### src/rtl/password_entry_ctrl.sv
// password_entry_ctrl
// Front-end for the password authenticator. It shifts hex keypad digits into a password word,
// raises enter_btn as a held request once a full word is submitted, and reads led_success,
// led_fail and led_locked as the response. It drops enter_btn to complete the handshake, waits a
// short guard time for lock status to settle, and then accepts a new entry.
//
// Ports
//   clk           rising-edge clock
//   rst           asynchronous active-high reset
//   key_valid     1-cycle strobe, key_code holds a new digit
//   key_code      hex digit
//   key_clear     1-cycle strobe, discard the digits entered so far
//   key_enter     1-cycle strobe, submit the word
//   led_success   authenticator grant (level)
//   led_fail      authenticator deny (level)
//   led_locked    authenticator lockout (level)
//   password_out  assembled password word (PW_W = 4*DIGITS bits)
//   enter_btn     held request to the authenticator
//   digit_count   number of digits held
//   busy          high in every state except entry
//   result_ok     1-cycle pulse, grant seen
//   result_fail   1-cycle pulse, deny seen
//   timeout_err   1-cycle pulse, no response within RESP_TIMEOUT cycles
//   fail_count    saturating count of consecutive denials, cleared by a grant
//   locked        sticky lockout flag, cleared only by rst
//
// Build option PW_SCRUB_EN: when defined, password_out is zeroed as the response wait ends (for
// any cause) and on lockout. When undefined, password_out keeps its last value and new digits
// shift into it.

module password_entry_ctrl #(
  parameter int unsigned DIGITS       = 4,
  parameter int unsigned RESP_TIMEOUT = 64,
  parameter int unsigned GUARD_CYCLES = 2,
  localparam int unsigned PwW         = 4 * DIGITS,
  localparam int unsigned CntW        = $clog2(DIGITS + 1)
) (
  input  logic            clk,
  input  logic            rst,
  input  logic            key_valid,
  input  logic [3:0]      key_code,
  input  logic            key_clear,
  input  logic            key_enter,
  input  logic            led_success,
  input  logic            led_fail,
  input  logic            led_locked,
  output logic [PwW-1:0]  password_out,
  output logic            enter_btn,
  output logic [CntW-1:0] digit_count,
  output logic            busy,
  output logic            result_ok,
  output logic            result_fail,
  output logic            timeout_err,
  output logic [1:0]      fail_count,
  output logic            locked
);

  localparam int unsigned TmrW = $clog2(RESP_TIMEOUT + 1);
  localparam int unsigned GrdW = (GUARD_CYCLES > 1) ? $clog2(GUARD_CYCLES) : 1;

  typedef enum logic [1:0] {StEntry, StWaitResp, StRelease, StLocked} state_e;

  state_e          state_q, state_d;
  logic [PwW-1:0]  pw_q, pw_d;
  logic [CntW-1:0] cnt_q, cnt_d;
  logic [TmrW-1:0] timer_q, timer_d;
  logic [GrdW-1:0] guard_q, guard_d;
  logic [1:0]      fail_cnt_q, fail_cnt_d;
  logic            locked_q, locked_d;
  logic            ok_q, ok_d;
  logic            fail_q, fail_d;
  logic            tmo_q, tmo_d;
  logic            exit_wait;

  always_ff @(posedge clk or posedge rst) begin
    if (rst) begin
      state_q    <= StEntry;
      pw_q       <= '0;
      cnt_q      <= '0;
      timer_q    <= '0;
      guard_q    <= '0;
      fail_cnt_q <= '0;
      locked_q   <= 1'b0;
      ok_q       <= 1'b0;
      fail_q     <= 1'b0;
      tmo_q      <= 1'b0;
    end else begin
      state_q    <= state_d;
      pw_q       <= pw_d;
      cnt_q      <= cnt_d;
      timer_q    <= timer_d;
      guard_q    <= guard_d;
      fail_cnt_q <= fail_cnt_d;
      locked_q   <= locked_d;
      ok_q       <= ok_d;
      fail_q     <= fail_d;
      tmo_q      <= tmo_d;
    end
  end

  always_comb begin
    state_d    = state_q;
    pw_d       = pw_q;
    cnt_d      = cnt_q;
    timer_d    = timer_q;
    guard_d    = guard_q;
    fail_cnt_d = fail_cnt_q;
    locked_d   = locked_q;
    ok_d       = 1'b0;
    fail_d     = 1'b0;
    tmo_d      = 1'b0;
    exit_wait  = 1'b0;

    // Lockout overrides whatever handshake is in flight.
    if (led_locked && (state_q != StLocked)) begin
      state_d  = StLocked;
      locked_d = 1'b1;
`ifdef PW_SCRUB_EN
      pw_d     = '0;
`endif
    end else begin
      unique case (state_q)
        StEntry: begin
          if (key_clear) begin
            pw_d  = '0;
            cnt_d = '0;
          end else if (key_valid && (cnt_q < CntW'(DIGITS))) begin
            pw_d  = {pw_q[PwW-5:0], key_code};
            cnt_d = cnt_q + 1'b1;
          end else if (key_enter && (cnt_q == CntW'(DIGITS))) begin
            state_d = StWaitResp;
            timer_d = '0;
          end
        end
        StWaitResp: begin
          if (led_success) begin
            ok_d       = 1'b1;
            fail_cnt_d = '0;
            exit_wait  = 1'b1;
          end else if (led_fail) begin
            fail_d     = 1'b1;
            fail_cnt_d = (fail_cnt_q == 2'd3) ? 2'd3 : fail_cnt_q + 2'd1;
            exit_wait  = 1'b1;
          end else if (timer_q == TmrW'(RESP_TIMEOUT)) begin
            tmo_d     = 1'b1;
            exit_wait = 1'b1;
          end else begin
            timer_d = timer_q + 1'b1;
          end
          if (exit_wait) begin
            state_d = StRelease;
            cnt_d   = '0;
            guard_d = '0;
`ifdef PW_SCRUB_EN
            pw_d    = '0;
`endif
          end
        end
        StRelease: begin
          // Key strobes are dropped here; only the guard timer advances.
          if (guard_q == GrdW'(GUARD_CYCLES - 1)) begin
            state_d = StEntry;
          end else begin
            guard_d = guard_q + 1'b1;
          end
        end
        StLocked: begin
          state_d = StLocked;
        end
        default: begin
          state_d = StEntry;
        end
      endcase
    end
  end

  // enter_btn decodes straight from state so an asynchronous reset drops it immediately.
  assign enter_btn    = (state_q == StWaitResp);
  assign busy         = (state_q != StEntry);
  assign password_out = pw_q;
  assign digit_count  = cnt_q;
  assign result_ok    = ok_q;
  assign result_fail  = fail_q;
  assign timeout_err  = tmo_q;
  assign fail_count   = fail_cnt_q;
  assign locked       = locked_q;

endmodule
### config.mk
export PLATFORM = sky130hd
export DESIGN_NAME = password_entry_ctrl
export DESIGN_NICKNAME = d
export VERILOG_FILES = /design/src/rtl/password_entry_ctrl.sv
export SDC_FILE = /design/constraint.sdc
export NUM_CORES = 1
export LEC_CHECK = 0
export CAP_MARGIN = 20
export CORE_ASPECT_RATIO = 1.5
export CORE_MARGIN = 5
export CORE_UTILIZATION = 35
export CTS_CLUSTER_SIZE = 8
export DETAILED_ROUTE_END_ITERATION = 7
export GPL_ROUTABILITY_DRIVEN = 1
export SYNTH_ARGS = -nofsm -noshare
export SYNTH_HDL_FRONTEND = slang
export SYNTH_SLANG_ARGS = --single-unit
### constraint.sdc
create_clock -name clk -period 3.05 [get_ports clk]
set_input_delay 0.7625 -clock clk [delete_from_list [all_inputs] [get_ports clk]]
set_output_delay 0.7625 -clock clk [all_outputs]
set_load 0.05 [all_outputs]
==> flow_summary.toml <==
[placement]
placed_area_mm2 = 0.00226
dp_hpwl_mm = 2.82
numPlacedInstances = 291
pre_cts_ws_ps = 248
gp_weighted_congestion = 0.748
number_of_buffer_cells_added_on_primary_ports = 38

[yosys]
syn-mean-instance-area_um2 = 9.51
synth_top_flop_cell = "dfrtp_1"
postSynthRegisterBits = 35
seq_area_frac_synth_pct = 48.7
synthesis.nets = 210
synth-edff-count = 0
syn-cell-area_mm2 = 0.00180
async_reset_ff_share_pct = 100
yosys_warnings = 0
netlist_instances = 189
yosys.cell_types.count = 34

[detailed_routing]
post_route_ant_nets = 0
postRouteWirelength_mm = 3.79
via_per_inst = 4.86
detailedRoute.firstIterationViolations = 49
post_drt_wl_per_cell_um = 12.7
post_route_drc_violation_count = 0
vias = 1448
number_of_search_and_repair_iterations_in_the_first_detailed_routing_pass = 4

[sta]
finalMaxSlewViolations = 0
rsz0062_at_grt = "no"
finalSetupViolCount = 0
timing.final.crit_share_pct = 89.2
max_freq_mhz = 367
timing.final.ws_setup_ps = 328
clock_period_minus_final_worst_setup_slack_ps = 2720
worst_pin_slew_ps = 1080
report.final.hold_viol_count = 0
fin_setup_tns_ps = 0
slew_headroom_pct = 27.5
clock_skew_ps = 5.24

[cts]
clock-root-buffer = "clkbuf_8"
postCtsSetupRepairBufs = 0
ctsResizeCount = 0
clock_insertion_delay_worst_skew_ps = 290
clk_pin_slew_worst_paths_ps = 70
clock_sink_count = 35
cts-hold-fix-buffers = 0
numCtsBuffers = 5
htree_levels = 2
ctsLongestPathBuffers = 2
cts_tree = "done"

[layout]
area.sequential_um2 = 876
mostFrequentLayoutCells = "clkdlybuf4s50_1, dfrtp_1, nand2_1, nand2b_1, o21ai_0"
finalNonFillerCells = 298
fill_cells = 517
most_common_cell_after_layout_fill_and_taps_aside = "clkdlybuf4s50_1"
syn_to_final_growth_pct = 30.5
antenna_cells = 0
nNetsFinal = 251
area_of_the_multi_input_gates_um2 = 845
layout-drive-gt1-share_pct = 6.52
design_area_mm2 = 0.00234

[pwr]
combPwrFrac_pct = 4.9
leakagePower_nw = 1.01
pwr_cell_area_mw_per_mm2 = 362
pwr-share-clk_pct = 40.4
power_switching_uw = 187
irDropWorstVdd_mv = 0.158
share_seq_of_total_power_pct = 54.7
internal_power_uw = 663
sw_frac_of_total_pct = 22.0

[setup_path]
timing.setup.critical_path_class = "reg -> out"
reg2reg_from = "timer_q[0]$_DFFE_PP0P_"
critPathRequiredTime_ps = 2290
ff_to_ff_end = "timer_q[1]$_DFFE_PP0P_"
crit_path_start = "state_q[0]$_DFFE_PP0P_"
reg2reg_slack_ps = 350
worstSetupStartpointType = "flop"
critPathArrivalTime_ps = 1960
worst-r2r-cell-count = 6
crit_path_end_kind = "primary output"
crit_path_max_fanout = 6
setup.worst_path.end = "busy"

[floorplanning]
die_area_mm2 = 0.00670
placement_rows = 32
count_of_pins_on_the_block_boundary = 39
die_height_um = 97.8
placeableCoreArea_mm2 = 0.00508
start_util_pct = 35.3
die_w_um = 68.5

[worst_hold_path]
holdCritPathClass = "reg -> reg"
worst_hold_startpoint = "password_out[15]$_DFFE_PP0P_"

[global_routing]
first_pass_grt_wire_length_mm = 6.55
grt_antenna_before_repair = 0
maximum_number_of_pins_on_one_net_before_global_route_repair = 36
grt_use_total_pct = 12.6
overflow = 0
grt_pass1_vias = 1471

[run]
timing.max_cap.violations = 0

[status]
outcome = "finished clean"
registers in the layout, summed over array words and instances (netlist names), 2 cells and up:
register / cells
digit_count: 3
fail_count: 2
password_out: 16
state_q: 2
timer_q: 7
how the worst min path moves through the flow:
stage | endpoint | slack, ps | cells past startpoint
after floorplan | guard_q$_DFFE_PP0P_ | 510 | 2
after global placement | password_out[12]$_DFFE_PP0P_ | 460 | 2
after detailed placement | password_out[12]$_DFFE_PP0P_ | 470 | 2
after CTS | password_out[12]$_DFFE_PP0P_ | 490 | 2
after global routing | password_out[12]$_DFFE_PP0P_ | 530 | 2
final | password_out[15]$_DFFE_PP0P_ | 480 | 2
layout make-up:
type / instances / area share [%]
timing repair buffer: 43 / 17.8
clock buffer: 6 / 3.52
clock inverter: 1 / 0.213
multi-input combinational: 136 / 36.0
tap: 68 / 3.63
sequential: 35 / 37.4
inverter: 9 / 1.44
metal layers:
layer | GRT usage (%) | routed length, um | up-vias
met5 | 0 | 0 | -
met4 | 5.05 | 66 | 0
met3 | 3.22 | 169 | 5
met2 | 22.1 | 2040 | 28
met1 | 13.9 | 1520 | 687
li1 | - | - | 728
cells by family after synthesis:
logic type               after synthesis  share of synthesized area [%]
AND/OR/NAND/NOR                       78                           23.3
AO/OA/AOI/OAI                         45                           15.1
flip-flops                            35                           48.7
buffers and inverters                 18                           4.25
adder cells (fa/ha/maj)                9                           6.27
multiplexers                           4                           2.30
worst max-delay path, stage by stage, from the launching register on:
cell and delay [ps]:
dfrtp_1 400, inv_1 90, ha_1 270, inv_1 100, clkdlybuf4s50_1 810
cell usage after synthesis, types with 2 or more instances:
cell / instances / area (um^2)
dfrtp_1: 35 / 876
nand2_1: 23 / 86.3
nand2b_1: 22 / 138
o21ai_0: 19 / 95.1
a21oi_1: 11 / 55.1
ha_1: 9 / 113
inv_1: 9 / 33.8
nor2_1: 9 / 33.8
clkbuf_1: 7 / 26.3
o31ai_1: 5 / 37.5
or4_1: 5 / 37.5
nand3_1: 4 / 20.0
mux2i_1: 3 / 30.0
a22o_1: 2 / 17.5
a31oi_1: 2 / 12.5
and2_1: 2 / 12.5
and3_1: 2 / 12.5
nor2b_1: 2 / 12.5
nor3_1: 2 / 10.0
o211ai_1: 2 / 15.0
power by group through the flow:
stage / registers, mW / logic (mW) / clock network, mW
floorplan: 0.476 / 0.0158 / 0
global placement: 0.474 / 0.0432 / 0
detailed placement: 0.474 / 0.0431 / 0
CTS: 0.465 / 0.0432 / 0.357
global route: 0.465 / 0.0461 / 0.379
finish: 0.465 / 0.0417 / 0.343
metrics by stage:
stage | util (%) | total power, mW | hold WS [ps]
floorplan | - | 0.492 | 512
global placement | 44.4 | 0.517 | 463
detailed placement | 44.4 | 0.517 | 473
CTS | 46.1 | 0.865 | 490
global route | 46.1 | 0.889 | 526
finish | 46.1 | 0.850 | 479
Power figures use the tool's default switching activity.
